### config.mk
export PLATFORM = sky130hd
export DESIGN_NAME = uart_rx_fifo
export DESIGN_NICKNAME = d
export VERILOG_FILES = /design/src/rtl/uart_rx_fifo.sv
export SDC_FILE = /design/constraint.sdc
export NUM_CORES = 1
export LEC_CHECK = 0
export ABC_AREA = 1
export CAP_MARGIN = 20
export CORE_MARGIN = 2
export CORE_UTILIZATION = 40
export DETAILED_ROUTE_END_ITERATION = 6
export PLACE_DENSITY = 0.66
export SYNTH_ARGS = -nofsm -noshare
export SYNTH_HDL_FRONTEND = slang
export SYNTH_SLANG_ARGS = --single-unit
### constraint.sdc
create_clock -name clk -period 4 [get_ports clk]
set_input_delay 1.2 -clock clk [delete_from_list [all_inputs] [get_ports clk]]
set_output_delay 1.2 -clock clk [all_outputs]
set_load 0.01 [all_outputs]
### src/rtl/uart_rx_fifo.sv
// uart_rx_fifo
//   8N1 UART receiver feeding a small first-word-fall-through byte FIFO.
//   It is the host->FPGA half of the debug serial link. The receiver samples
//   each bit in the middle of the bit. Consumers drain bytes with a valid/ready
//   handshake.
//
// Parameters
//   CLKS_PER_BIT : clk cycles per UART bit (27 MHz / 115200 = 234)
//   FIFO_DEPTH   : FIFO entries, power of 2, >= 2
//
// Ports
//   clk       in   system clock, the only clock
//   reset     in   synchronous, active-high reset
//   uart_rx   in   asynchronous serial input, idle high
//   rx_data   out  FIFO head byte, meaningful only while rx_valid=1
//   rx_valid  out  FIFO non-empty
//   rx_ready  in   consumer accepts rx_data this cycle
//   frame_err out  1-cycle pulse: stop bit low, byte discarded
//   overrun   out  1-cycle pulse: good byte arrived with FIFO full, byte dropped
//   busy      out  receiver FSM not idle
module uart_rx_fifo #(
  parameter int CLKS_PER_BIT = 234,
  parameter int FIFO_DEPTH   = 4
) (
  input  logic       clk,
  input  logic       reset,
  input  logic       uart_rx,
  output logic [7:0] rx_data,
  output logic       rx_valid,
  input  logic       rx_ready,
  output logic       frame_err,
  output logic       overrun,
  output logic       busy
);

  localparam int TW = (CLKS_PER_BIT > 1) ? $clog2(CLKS_PER_BIT) : 1;
  localparam int AW = $clog2(FIFO_DEPTH);
  localparam int CW = AW + 1;

  localparam logic [TW-1:0] T_HALF = TW'(CLKS_PER_BIT / 2 - 1);
  localparam logic [TW-1:0] T_LAST = TW'(CLKS_PER_BIT - 1);
  localparam logic [CW-1:0] C_FULL = CW'(FIFO_DEPTH);

  typedef enum logic [2:0] {
    S_IDLE,
    S_START,
    S_DATA,
    S_STOP,
    S_BREAK
  } state_t;

  // Input synchroniser
  logic r_sync1;
  logic r_sync2;
  logic w_rx_s;

  always_ff @(posedge clk) begin
    if (reset) begin
      r_sync1 <= 1'b1;
      r_sync2 <= 1'b1;
    end else begin
      r_sync1 <= uart_rx;
      r_sync2 <= r_sync1;
    end
  end

  assign w_rx_s = r_sync2;

  // Receiver state
  state_t          r_state;
  state_t          w_state_nxt;
  logic [TW-1:0]   r_timer;
  logic [2:0]      r_idx;
  logic [7:0]      r_shift;
  logic            r_frame_err;
  logic            r_overrun;

  // FIFO state
  logic [7:0]      r_mem [FIFO_DEPTH];
  logic [AW-1:0]   r_wr_ptr;
  logic [AW-1:0]   r_rd_ptr;
  logic [CW-1:0]   r_count;

  logic            w_pop;
  logic            w_push_ok;
  logic            w_push;
  logic            w_ferr;
  logic            w_ovr;
  logic            w_bit_end;

  assign rx_valid  = (r_count != '0);
  assign rx_data   = r_mem[r_rd_ptr];
  assign w_pop     = rx_valid && rx_ready;
  // A pop in the same cycle frees the slot the incoming byte needs.
  assign w_push_ok = (r_count < C_FULL) || w_pop;
  assign w_bit_end = (r_timer == T_LAST);

  // Next-state and event decode
  always_comb begin
    w_state_nxt = r_state;
    w_push      = 1'b0;
    w_ferr      = 1'b0;
    w_ovr       = 1'b0;
    unique case (r_state)
      S_IDLE: begin
        if (!w_rx_s) w_state_nxt = S_START;
      end
      S_START: begin
        if (r_timer == T_HALF) w_state_nxt = w_rx_s ? S_IDLE : S_DATA;
      end
      S_DATA: begin
        if (w_bit_end && (r_idx == 3'd7)) w_state_nxt = S_STOP;
      end
      S_STOP: begin
        if (w_bit_end) begin
          if (w_rx_s) begin
            w_state_nxt = S_IDLE;
            if (w_push_ok) w_push = 1'b1;
            else           w_ovr  = 1'b1;
          end else begin
            w_state_nxt = S_BREAK;
            w_ferr      = 1'b1;
          end
        end
      end
      S_BREAK: begin
        if (w_rx_s) w_state_nxt = S_IDLE;
      end
      default: w_state_nxt = S_IDLE;
    endcase
  end

  // State register, bit timer, bit index, shift register, error pulses
  always_ff @(posedge clk) begin
    if (reset) begin
      r_state     <= S_IDLE;
      r_timer     <= '0;
      r_idx       <= '0;
      r_shift     <= '0;
      r_frame_err <= 1'b0;
      r_overrun   <= 1'b0;
    end else begin
      r_state     <= w_state_nxt;
      r_frame_err <= w_ferr;
      r_overrun   <= w_ovr;

      // Timer restarts on every state entry and wraps once per bit time.
      if ((w_state_nxt != r_state) || w_bit_end) r_timer <= '0;
      else                                       r_timer <= r_timer + TW'(1);

      if (r_state == S_START) begin
        r_idx <= '0;
      end else if ((r_state == S_DATA) && w_bit_end) begin
        r_shift[r_idx] <= w_rx_s;
        r_idx          <= r_idx + 3'd1;
      end
    end
  end

  // FIFO storage, not reset
  always_ff @(posedge clk) begin
    if (w_push) r_mem[r_wr_ptr] <= r_shift;
  end

  // FIFO pointers and occupancy
  always_ff @(posedge clk) begin
    if (reset) begin
      r_wr_ptr <= '0;
      r_rd_ptr <= '0;
      r_count  <= '0;
    end else begin
      if (w_push) r_wr_ptr <= r_wr_ptr + AW'(1);
      if (w_pop)  r_rd_ptr <= r_rd_ptr + AW'(1);
      unique case ({w_push, w_pop})
        2'b10:   r_count <= r_count + CW'(1);
        2'b01:   r_count <= r_count - CW'(1);
        default: r_count <= r_count;
      endcase
    end
  end

  assign frame_err = r_frame_err;
  assign overrun   = r_overrun;
  assign busy      = (r_state != S_IDLE);

endmodule
==> flow_summary.json, run 1 <==
{
  "status": "finished, final reports clean",
  "final_nets": 335,
  "gp_congestion": 0.756,
  "period_share_pct": 81.0,
  "drc": 0,
  "vias": 2002,
  "crit_path_start_kind": "flip-flop",
  "placed_cell_area_mm2": 0.00315,
  "cts_inserted_buffers": 9,
  "wl_met2_um": 2280,
  "die_area_mm2": 0.00795,
  "critPathMaxFanout": 17,
  "synth_xor_area_share_pct": 1.51,
  "finalSetupViolations": 0,
  "drtIter0Drc": 94,
  "dp_cells": 408,
  "yosysWarnings": 0,
  "synth_area_leader_cell": "edfxtp_1",
  "grt_pass1_wl_um": 8300,
  "cts_tree": "done",
  "crit_required_ps": 2800,
  "synth-compound-area-share_pct": 11.2,
  "p_leak_nw": 1.25,
  "synthMuxAreaShare_pct": 0,
  "setup_tns_ps": 0,
  "hpwl_um": 3490,
  "path_cells": "buf_4 -> inv_1 -> o21ai_0 -> o22ai_1 -> clkdlybuf4s50_1",
  "top_layer": "met4",
  "ant_nets": 0,
  "clk_root_buffer_cell": "clkbuf_8",
  "wl_per_cell_um": 11.8,
  "min_path_type": "flip-flop to flip-flop",
  "relSlewSlack_pct": 52.9,
  "yosysTopAreaCellShare_pct": 33.1,
  "wl_met1_um": 2550,
  "finalCriticalPeriod_ps": 3240,
  "cts_resized": 0,
  "finClkSkew_ps": 6.32,
  "core_mm2": 0.00714,
  "path_clk_slew_ps": 70,
  "h-tree-depth": 3,
  "grt_overflow_total": 0,
  "clock_latency_ps": 340,
  "maxCapViolCount": 0,
  "clock_sinks": 67,
  "cts_buffer_depth": 2,
  "wl_met3_um": 138,
  "antenna_cells": 0,
  "fmaxAchievable_mhz": 309,
  "grt_pass1_vias": 1860,
  "synth_top_family_by_area": "simple AND/OR/NAND/NOR gates",
  "cp_top_family": "buffers and inverters",
  "initial_core_util_pct": 40.7,
  "yosys.area_share.simple_pct": 18.9,
  "syn_area_mm2": 0.00290,
  "critPathKind": "flip-flop to primary output",
  "synth_seq_cells": 67,
  "design_area_mm2": 0.00336,
  "ys_top_cells_by_area": "edfxtp_1 (33%), dfxtp_1 (24%), inv_1 (4.8%)",
  "ioPinCount": 16,
  "layout.cells.non_filler": 424,
  "cp_slowest_cell": "clkdlybuf4s50_1",
  "die_w_um": 89.2,
  "path_buf_inv": 3,
  "grt_max_degree": 18,
  "syn_avg_cell_area_um2": 9.70,
  "portBuffers": 15,
  "setup_ws_ps": 760,
  "critPathCaptureType": "primary output",
  "drv_slew": 0,
  "grtUsageTotal_pct": 13.7,
  "yosysUniqueCellTypes": 33,
  "synth_fp_nets": 314,
  "drive_above_1_share_pct": 8.92,
  "postCtsHoldBufs": 0,
  "yosys.area_share.adder_pct": 5.00,
  "post-cts-setup-buffers": 0,
  "dp_worst_setup_slack_ps": 856,
  "netlist_instances": 299,
  "firstDrtPassIters": 4,
  "wl_um": 5010,
  "irDropWorstVdd_mv": 0.191,
  "rsz0062_at_grt": "false",
  "tightest_slew_ps": 705,
  "hold_viol_final": 0,
  "die-height_um": 89.2,
  "viasPerCell": 4.72,
  "synthToLayoutAreaGrowth_pct": 15.8,
  "ys_seq_area_share_pct": 57.3,
  "antenna_found_initial": 0,
  "critical_path_arrival_ps": 2040,
  "num_rows": 31,
  "p_per_area_mw_per_mm2": 433,
  "slowest_delay_ps": 550
}
sequential cells by signal, indices dropped and copies added (netlist names), 2 cells and up, named ones only:
signal / flops
r_rd_ptr: 2
r_timer: 8
r_wr_ptr: 2
r_idx: 3
r_state: 3
r_count: 3
r_shift: 8
r_mem: 32
cell families (layout without fill, tap and decap cells):
| family | Yosys count | in the layout |
|---|---|---|
| xor+xnor | 5 | 5 |
| flops | 67 | 67 |
| buf+inv | 45 | 71 |
| fa+ha+maj | 11 | 11 |
| compound gates | 58 | 58 |
| simple gates | 113 | 113 |
worst reg2reg max path, delay by kind of cell, from the launching register on:
family	cells	cell delay, ps
adders and majority gates	3	720
buffers and inverters	2	130
AOI/OAI and AO/OA	4	460
and+or+nand+nor	5	400
DFF	1	350
power breakdown:
group	leakage (nW)	internal [mW]	switching [mW]	total, mW
clock	0.103	0.349	0.246	0.595
combinational	0.538	0.0559	0.0703	0.126
sequential	0.608	0.723	0.00976	0.733
total	1.25	1.13	0.326	1.45
layer usage:
metal	vias to the layer above	track usage, %
met1	916	17.5
met5	-	0
met2	25	21.3
li1	1057	-
met4	0	7.60
met3	4	3.60
through the flow:
stage / utilization (%) / hold WS [ps] / total power [mW]
finish: 47.1 / 415 / 1.45
global placement: 44.1 / 393 / 0.872
global route: 47.1 / 448 / 1.51
floorplan: - / 389 / 0.823
detailed placement: 44.1 / 399 / 0.875
CTS: 47.1 / 417 / 1.47
synthesized netlist by cell type (all sizes together):
| master | n |
|---|---|
| a21boi | 1 |
| o22ai | 8 |
| xor2 | 2 |
| ha | 10 |
| nand4 | 7 |
| nor2 | 41 |
| a21oi | 16 |
| nand2 | 33 |
| o21bai | 3 |
| clkinv | 1 |
| buf | 3 |
| or2 | 2 |
| inv | 38 |
| fa | 1 |
| a31oi | 2 |
| nand3 | 15 |
| nor3 | 14 |
| clkbuf | 3 |
| edfxtp | 32 |
| o21ai | 28 |
| nor4 | 1 |
| dfxtp | 35 |
| xnor2 | 3 |
cell usage in the layout, fill, tap and decap left out, types with 2 or more instances in the layout:
cell             instances
a21oi_1                 16
a31oi_1                  2
bufinv_16                2
clkbuf_1                 2
clkbuf_8                 9
clkdlybuf4s50_1         15
clkinv_2                 2
dfxtp_1                 35
edfxtp_1                32
ha_1                    10
inv_1                   37
nand2_1                 30
nand2_2                  2
nand3_1                 14
nand4_1                  7
nor2_1                  36
nor2_4                   4
nor3_1                  13
o21ai_0                 26
o21bai_1                 3
o22ai_1                  8
or2_2                    2
xnor2_1                  3
xor2_1                   2
area by class of cell:
| class | count | area (µm²) |
|---|---|---|
| clock buffers | 11 | 131 |
| clock inverters | 5 | 77.6 |
| fillers | 704 | 3780 |
| inverters | 39 | 146 |
| multi-input cells | 187 | 1060 |
| flip-flops and latches | 67 | 1660 |
| well taps | 99 | 124 |
| repair buffers | 16 | 158 |
path summary, 6_finish.rpt:
path / end / slack (ps) / start / cells past startpoint
worst min-delay path: r_sync2 / 420 / r_sync1 / 1
worst min register to register: r_sync2 / 420 / r_sync1 / 1
worst max register to register: r_count[2] / 1840 / r_timer[1] / 14
worst max-delay path: rx_data[5] / 760 / flip-flop / 5
(Power assumes the default switching activity.)
==> run 2, diff against run 1 <==
--- a/config.mk
+++ b/config.mk
@@ -10,7 +10,7 @@
 export CORE_MARGIN = 2
 export CORE_UTILIZATION = 40
 export DETAILED_ROUTE_END_ITERATION = 6
-export PLACE_DENSITY = 0.66
+export PLACE_DENSITY = 0.68
 export SYNTH_ARGS = -nofsm -noshare
 export SYNTH_HDL_FRONTEND = slang
 export SYNTH_SLANG_ARGS = --single-unit
==> constraint.sdc (replaced) <==
create_clock -name clk -period 2.75 [get_ports clk]
set_input_delay 0.825 -clock clk [delete_from_list [all_inputs] [get_ports clk]]
set_output_delay 0.825 -clock clk [all_outputs]
set_load 0.01 [all_outputs]
==> run 2 against run 1 <==
Critical path depth did not move. Hold slack barely moved. Combinational power rose by 49%. Sequential cell count did not move. Sequential share of layout area fell by 0.51 points. Die area did not move. Via count rose by 1.2%. Non-clock buffer count rose by 9. Clock-buffer cell count fell by 2. Largest cell class unchanged. Largest power group unchanged.
==> flow_summary.json, run 2 (same netlist as run 1, synthesis figures left out) <==
{
  "fmaxAchievable_mhz": 385,
  "largest_reg_flops": 32,
  "grtUsageTotal_pct": 13.8,
  "wl_met1_um": 2420,
  "ff2ff_setup_slack_ps": 590,
  "relSlewSlack_pct": 59.2,
  "num_rows": 31,
  "tightest_slew_ps": 609,
  "wl_um": 5020,
  "dp_cells": 415,
  "clock_sinks": 67,
  "maxCapViolCount": 0,
  "critPathCaptureType": "primary output",
  "hold-path-cell-count": 1,
  "die_w_um": 89.2,
  "layout.cells.non_filler": 433,
  "ant_nets": 0,
  "finClkSkew_ps": 6.03,
  "slowest_delay_ps": 480,
  "clk_root_buffer_cell": "clkbuf_8",
  "worstHoldEndpoint": "r_sync2",
  "critPathKind": "flip-flop to primary output",
  "viasPerCell": 4.68,
  "min_from": "r_sync1",
  "r2r_end": "r_count[2]",
  "r2r_cells": 14,
  "critPathMaxFanout": 11,
  "path_clk_slew_ps": 70,
  "cp_slowest_cell": "clkdlybuf4s50_1",
  "antenna_cells": 0,
  "clock_latency_ps": 350,
  "core_mm2": 0.00714,
  "final_nets": 344,
  "hold_ws_ps": 415,
  "status": "finished, final reports clean",
  "period_share_pct": 94.5,
  "die_area_mm2": 0.00795,
  "hold_viol_final": 0,
  "final_cell_mix": "nor2_1 (36), inv_1 (35), dfxtp_1 (33)",
  "cts_inserted_buffers": 9,
  "cts_buffer_depth": 2,
  "irDropWorstVdd_mv": 0.279,
  "h-tree-depth": 3,
  "wl_per_cell_um": 11.6,
  "top_layer": "met4",
  "setup_tns_ps": 0,
  "wl_met2_um": 2340,
  "finalSetupViolations": 0,
  "wl_met3_um": 178,
  "top_register": "r_mem",
  "cts_tree": "done",
  "grt_overflow_total": 0,
  "critical_path_arrival_ps": 1770,
  "portBuffers": 15,
  "drv_slew": 0,
  "p_per_area_mw_per_mm2": 582,
  "drive_above_1_share_pct": 13.2,
  "grt_max_degree": 16,
  "r2r-start": "r_timer[1]",
  "firstDrtPassIters": 5,
  "final_common_cell": "nor2_1",
  "die-height_um": 89.2,
  "largestRegisters": "r_mem: 32 flops, r_shift: 8 flops, r_timer: 8 flops",
  "min_path_type": "flip-flop to flip-flop",
  "synthToLayoutAreaGrowth_pct": 17.3,
  "antenna_found_initial": 0,
  "grt_pass1_vias": 1837,
  "rsz0062_at_grt": "false",
  "dp_worst_setup_slack_ps": 78.8,
  "initial_core_util_pct": 40.7,
  "setup_ws_ps": 152,
  "gp_congestion": 0.770,
  "p_leak_nw": 1.27,
  "crit_required_ps": 1930,
  "path_cells": "clkinvlp_4 -> buf_4 -> o21ai_0 -> o22ai_1 -> clkdlybuf4s50_1",
  "drc": 0,
  "drtIter0Drc": 105,
  "crit_path_start_kind": "flip-flop",
  "grt_pass1_wl_um": 8310,
  "vias": 2026,
  "finalCriticalPeriod_ps": 2600,
  "ioPinCount": 16,
  "hpwl_um": 3470
}
==> run 2: repair_timing <==
| action | in CTS | in global routing |
|---|---|---|
| gates resized for setup | 2 | 3 |
| hold buffers | 0 | 0 |
| buffers inserted | 2 | 0 |
| setup endpoints to repair | 8 | 8 |
==> run 2: worst max path at each step <==
stage	from	endpoint	slack, ps
final	flip-flop	rx_data[2]	150
after global routing	flip-flop	rx_data[2]	50
after CTS	flip-flop	rx_data[3]	60
after detailed placement	rx_ready	r_count[2]	80
after global placement	rx_ready	r_count[2]	100
after floorplan	rx_ready	r_count[2]	520
==> run 2: worst max-delay path, delay by kind of cell (launching register included) <==
kind | cells | cell delay [ps]
compound gates | 2 | 270
buf+inv | 3 | 750
flops | 1 | 400
==> run 2: through the flow <==
step / power [mW] / cell area, µm² / util (%)
floorplan: 1.20 / 2900 / -
global placement: 1.27 / 3200 / 44.9
detailed placement: 1.27 / 3200 / 44.9
CTS: 2.01 / 3400 / 47.7
global route: 2.08 / 3400 / 47.7
finish: 1.98 / 3400 / 47.7
==> run 2: metal layers <==
layer / track usage (%) / vias to the layer above
li1: - / 1073
met1: 16.8 / 918
met2: 22.4 / 27
met3: 5.26 / 8
met4: 5.16 / 0
met5: 0 / -
==> run 2: layout make-up <==
cell class / instances / area [µm²]
Sequential cell: 67 / 1670
Inverter: 39 / 150
Tap cell: 99 / 124
Multi-Input combinational cell: 187 / 1060
Clock buffer: 9 / 124
Fill cell: 684 / 3730
Timing Repair Buffer: 25 / 225
Clock inverter: 7 / 53.8
==> run 2: power by group <==
group | switching (mW) | leakage, nW | total [mW] | internal (mW)
Clock | 0.392 | 0.0818 | 0.722 | 0.330
Combinational | 0.0992 | 0.582 | 0.188 | 0.0891
Sequential | 0.0193 | 0.609 | 1.07 | 1.05
